## config.mk

```make
export PLATFORM = sky130hd
export DESIGN_NAME = i2s_rx_deser
export DESIGN_NICKNAME = d
export VERILOG_FILES = /design/src/rtl/i2s_rx_deser_pkg.sv /design/src/rtl/i2s_rx_deser_edge.sv /design/src/rtl/i2s_rx_deser.sv
export SDC_FILE = /design/constraint.sdc
export NUM_CORES = 1
export LEC_CHECK = 0
export CELL_PAD_IN_SITES_DETAIL_PLACEMENT = 0
export CELL_PAD_IN_SITES_GLOBAL_PLACEMENT = 1
export CORE_MARGIN = 8
export CORE_UTILIZATION = 35
export DETAILED_ROUTE_END_ITERATION = 10
export PLACE_DENSITY = 0.71
export SLEW_MARGIN = 20
export SYNTH_ARGS = -nofsm -noshare
export SYNTH_HDL_FRONTEND = slang
export SYNTH_SLANG_ARGS = --single-unit
```

## constraint.sdc

```tcl
create_clock -name clk -period 2.1 [get_ports clk]
set_input_delay 0.42 -clock clk [delete_from_list [all_inputs] [get_ports clk]]
set_output_delay 0.42 -clock clk [all_outputs]
set_load 0.005 [all_outputs]
```

## src/rtl/i2s_rx_deser_pkg.sv

```systemverilog
// i2s_rx_deser shared types
// FSM state encoding and channel codes
package i2s_rx_pkg;

  typedef enum logic [1:0] {
    ST_HUNT  = 2'd0,
    ST_DELAY = 2'd1,
    ST_SHIFT = 2'd2,
    ST_DRAIN = 2'd3
  } state_t;

  localparam logic CH_LEFT  = 1'b0;
  localparam logic CH_RIGHT = 1'b1;

endpackage

```

## src/rtl/i2s_rx_deser_edge.sv

```systemverilog
// edge_rise_det: registered rising-edge detector
// rise is high in the first clk cycle a level is seen high
module edge_rise_det (
  input  logic clk,
  input  logic reset,
  input  logic d,
  output logic rise
);

  logic prev;

  // remember last sampled level
  always_ff @(posedge clk) begin
    if (reset) prev <= 1'b0;
    else       prev <= d;
  end

  assign rise = d & ~prev;

endmodule

```

## src/rtl/i2s_rx_deser.sv

```systemverilog
// i2s_rx_deser: I2S serial-to-parallel receiver
// bck is sampled as data; all state advances on its rise
module i2s_rx_deser
  import i2s_rx_pkg::*;
#(
  parameter int SAMPLE_WIDTH = 24,
  parameter int SLOT_MIN     = 16,
  parameter int SLOT_MAX     = 32
) (
  input  logic                    clk,
  input  logic                    reset,
  input  logic                    bck,
  input  logic                    lrck,
  input  logic                    sdata,
  output logic [SAMPLE_WIDTH-1:0] sample_data,
  output logic                    sample_channel,
  output logic                    sample_valid,
  input  logic                    sample_ready,
  output logic                    overflow,
  output logic                    frame_err
);

  localparam int CW = $clog2(SLOT_MAX + 1);

  state_t                  state;
  logic [CW-1:0]           bit_cnt;
  logic [SAMPLE_WIDTH-2:0] shift_reg;
  logic                    lrck_prev;
  logic                    chan;
  logic                    rise;

  logic                    change;
  logic                    complete;
  logic                    slot_bad;
  logic [SAMPLE_WIDTH-1:0] word;

  edge_rise_det u_bck_rise (
    .clk   (clk),
    .reset (reset),
    .d     (bck),
    .rise  (rise)
  );

  // slot-boundary and word-completion decode for this edge
  always_comb begin
    change   = lrck ^ lrck_prev;
    complete = (state == ST_SHIFT) &&
               (bit_cnt == CW'(SAMPLE_WIDTH));
    word     = {shift_reg, sdata};
    slot_bad = (state == ST_DELAY) ||
               ((state == ST_SHIFT) && !complete) ||
               ((state != ST_HUNT) &&
                (bit_cnt < CW'(SLOT_MIN)));
  end

  // stream FSM, shifter, counter and output holding register
  always_ff @(posedge clk) begin
    if (reset) begin
      state          <= ST_HUNT;
      bit_cnt        <= '0;
      shift_reg      <= '0;
      lrck_prev      <= 1'b0;
      chan           <= CH_LEFT;
      sample_data    <= '0;
      sample_channel <= CH_LEFT;
      sample_valid   <= 1'b0;
      overflow       <= 1'b0;
      frame_err      <= 1'b0;
    end else begin
      frame_err <= 1'b0;
      if (sample_valid && sample_ready)
        sample_valid <= 1'b0;
      if (rise) begin
        lrck_prev <= lrck;
        unique case (state)
          ST_HUNT: ;
          ST_DELAY: begin
            state   <= ST_SHIFT;
            bit_cnt <= CW'(1);
          end
          ST_SHIFT: begin
            shift_reg <= word[SAMPLE_WIDTH-2:0];
            bit_cnt   <= bit_cnt + 1'b1;
            if (complete) state <= ST_DRAIN;
          end
          ST_DRAIN: begin
            if (bit_cnt != CW'(SLOT_MAX))
              bit_cnt <= bit_cnt + 1'b1;
          end
          default: state <= ST_HUNT;
        endcase
        if (complete) begin
          if (!sample_valid || sample_ready) begin
            sample_data    <= word;
            sample_channel <= chan;
            sample_valid   <= 1'b1;
          end else begin
            overflow <= 1'b1;
          end
        end
        // a word-select change always opens a fresh slot
        if (change) begin
          state   <= ST_DELAY;
          bit_cnt <= '0;
          chan    <= lrck;
          if (slot_bad) frame_err <= 1'b1;
        end
      end
    end
  end

endmodule

```

==> results.txt, run 1 <==
----------------------------------------------------
[Global routing]
  GRT Total Usage ... 0.113
  Congestion Overflow GR ... 0
  Global-route wire length before repair ... 8990 um
  Via count of the first global-routing pass ... 1949
  Antenna violations before repair ... 0
  Largest net degree at the start of global routing ... 39

[Synthesis]
  Area share of the largest cell type after synthesis ... 0.513
  Synthesis-stage register bit count ... 62
  Biggest area contributors in the synthesized netlist ... dfxtp_1, mux2i_1, nand2_1
  Post-synthesis sequential area ratio ... 0.513
  Async set-or-reset flop fraction in the synthesized netlist ... 0
  Cells after synthesis ... 270
  Count of different cell masters after synthesis ... 34
  Post-synth EDFFs ... 0
  Netlist area before placement ... 2420 um^2
  Commonest register cell after synthesis ... dfxtp_1
  Synth area leader ... dfxtp_1
  Synth Net Count ... 278
  Count of yosys warnings during synthesis ... 0
  Synthesized area per cell ... 8.95 um^2

[Placed design]
  Final Wtd Congestion ... 0.817
  Quantity of I/O buffers inserted on ports ... 33
  Detailed-placement wirelength estimate ... 3420 um

[Floorplanning]
  Number of placement rows ... 30
  Starting utilization of the core area ... 0.358
  Std-Cell Core Area ... 6760 um^2
  I/O Pins ... 34
  Overall die height ... 99.1 um
  Die X-Extent ... 99.1 um
  Die outline area ... 9820 um^2

[Clock tree]
  Clk buf depth ... 2
  Clock H-tree levels ... 3
  TritonCTS clock tree ... built
  CTS buffer count ... 9
  Post-CTS Setup Repair Bufs ... 0
  Clock latency on the worst-skew pair ... 0.34 ns
  Resized Gates After CTS ... 0
  Total of hold buffers inserted after clock tree synthesis ... 0
  Clock transition at the register clock pins on the worst setup and hold paths after CTS ... 0.07 ns
  Sinks on Clock Net ... 62
  CTS root buf ... clkbuf_8

[Routing]
  Top sig layer ... met4
  Met2 wirelength from detailed routing ... 2200 um
  Met3 wire len ... 348 um
  M1 WL ... 2590 um
  Routed vias/inst ... 4.85
  Drt first pass iters ... 5
  WL/cell ... 13.1 um
  DR vias ... 1927
  Routed WL ... 5210 um
  Starting DRT DRC Count ... 110
  Count of antenna-violating nets left after detailed routing ... 0
  DRC ... 0

[STA]
  RSZ-0062 raised after global routing ... no
  Fmax achieved ... 549 MHz
  Setup violation total in the final timing report ... 0
  Accumulated negative setup slack ... 0 ns
  Share of the cycle needed by the critical path after routing ... 0.867
  Worst slew pin tran ... 0.741 ns
  Worst clock skew on the final layout ... 0.00715 ns
  Final max-slew violation count ... 0
  Hold Fails Final Rpt ... 0
  Relative slew slack ... 0.502
  Clock period minus worst slack ... 1.82 ns

[Cells and area]
  Fraction of layout cells with a size suffix above 1 ... 0.104
  Filler Cell Count ... 663
  Final Net Count ... 320
  Most common library cell in the layout ignoring fill and taps ... dfxtp_1
  Signed area change from the synthesized netlist to the final layout ... 29.2%
  Multi-input logic area ... 1080 um^2
  Area of all sequential standard cells ... 1240 um^2
  N_diodes ... 0
  Flip-flop count of the largest register after layout ... 24
  Leading cell types in the layout, fill and taps excluded ... dfxtp_1, nand2_1, clkdlybuf4s50_1

[Hold path]
  Type of the tightest min-delay check ... register to register

[Worst setup path]
  Critical Path AT ... 2.07 ns
  Launching element of the worst setup path ... bit_cnt[0]
  R2R Path End ... bit_cnt[5]
  Reg2Reg Launch Point ... bit_cnt[0]
  Largest stage delay, worst path ... 0.70 ns
  Required time of the worst setup path ... 2.35 ns
  Cell mode on critical path ... o31ai_1
  List of cells traversed by the critical path ... inv_1, ha_1, nand4bb_1, nor4_1, o31ai_1, o31ai_1
  Number of buffers and inverters on the critical path ... 1
  Critical Path Fanout Max ... 6
  Worst reg-to-reg setup slack ... 0.28 ns
  Kind of cell adding the most delay to the critical path ... simple AND/OR/NAND/NOR gates
  Number of cells on the critical path ... 6
  CP endpoint ... bit_cnt[5]
  Worst setup SP type ... register
  Cell with the largest stage delay on the worst path ... nor4_1
  Worst reg-to-reg path cell count ... 6
  Endpoint type of the worst setup path ... register
  Kind of critical path ... register to register

[Power]
  Reported leakage power ... 1.04 nW
  PwrDens ... 795 nW/um^2
  Overall power ... 0.00248 W
  Worst vdd ir ... 0.490 mV

[Run]
  Number of max-capacitance violations reported ... 0

[Run status]
  Outcome ... completed

----------------------------------------------------
[worst register-to-register path: cells and delay by family (launching register included)]
family / cells / cell delay (ns)
compound gates: 2 / 0.26
fa+ha+maj: 1 / 0.16
buf+inv: 1 / 0.08
flops: 1 / 0.35
simple gates: 2 / 0.89
[worst min-delay path by stage]
stage | start | slack [ns] | cells after the start | end
floorplan | shift_reg[22] | 0.44 | 2 | shift_reg[22]
global placement | overflow | 0.45 | 2 | overflow
detailed placement | shift_reg[9] | 0.46 | 2 | shift_reg[10]
CTS | reset | 0.46 | 4 | state[0]
global route | shift_reg[10] | 0.49 | 2 | shift_reg[11]
finish | shift_reg[10] | 0.47 | 2 | shift_reg[11]
[Yosys cell counts, types with 2 or more instances]
| cell type | n |
|---|---|
| nand3_1 | 3 |
| dfxtp_1 | 62 |
| inv_1 | 5 |
| nand2_1 | 53 |
| clkbuf_1 | 9 |
| a21oi_1 | 29 |
| mux2i_1 | 25 |
| nor3_1 | 2 |
| buf_6 | 2 |
| nand2b_1 | 5 |
| nor2b_1 | 3 |
| buf_2 | 5 |
| o31ai_1 | 5 |
| nor2_1 | 30 |
| nand4bb_1 | 2 |
| ha_1 | 2 |
| o211ai_1 | 4 |
| o21ai_1 | 6 |
| or3_1 | 3 |
[stage by stage]
step                 util  setup slack (ns)  std cells  area (um^2)  hold WS (ns)
finish              0.462             0.280        397         3120         0.466
global route        0.462            0.0965        397         3120         0.492
detailed placement  0.428           -0.0382        381         2890         0.461
global placement    0.428           -0.0682        381         2890         0.451
CTS                 0.462             0.310        397         3120         0.457
floorplan               -             0.365        270         2420         0.436
[layer usage]
layer / GRT usage / up-vias
li1: - / 1002
met1: 0.135 / 881
met2: 0.168 / 34
met3: 0.0538 / 10
met4: 0.0501 / 0
met5: 0 / -
[cell type report]
class                      count  share of cell area
tap                           80              0.0320
sequential                    62               0.397
clock buffer                  11              0.0485
clock inverter                 5              0.0260
multi-input combinational    187               0.344
inverter                       5             0.00601
timing repair buffer          47               0.146
[report_power, final]
part           total [W]  switching, W  internal, W
combinational  0.0000953     0.0000553    0.0000400
sequential       0.00119    0.00000778      0.00118
clock            0.00120      0.000465     0.000733
[logic make-up (layout without fill, tap and decap cells)]
family | Yosys count | in the layout | share of synthesized area
AND/OR/NAND/NOR | 108 | 108 | 0.204
flip-flops | 62 | 62 | 0.513
AO/OA/AOI/OAI | 50 | 50 | 0.120
multiplexers | 25 | 25 | 0.104
buffers and inverters | 21 | 68 | 0.0414
adder cells (fa/ha/maj) | 2 | 2 | 0.0104
XOR/XNOR | 2 | 2 | 0.00725
Power figures use the tool's default switching activity.
==> run 2: changes to the inputs <==
--- a/config.mk
+++ b/config.mk
@@ -11,7 +11,6 @@
 export CORE_UTILIZATION = 35
 export DETAILED_ROUTE_END_ITERATION = 10
 export PLACE_DENSITY = 0.71
-export SLEW_MARGIN = 20
 export SYNTH_ARGS = -nofsm -noshare
 export SYNTH_HDL_FRONTEND = slang
 export SYNTH_SLANG_ARGS = --single-unit
==> results of run 2 <==
Final layout, timing and power as in run 1 (identical DEF).
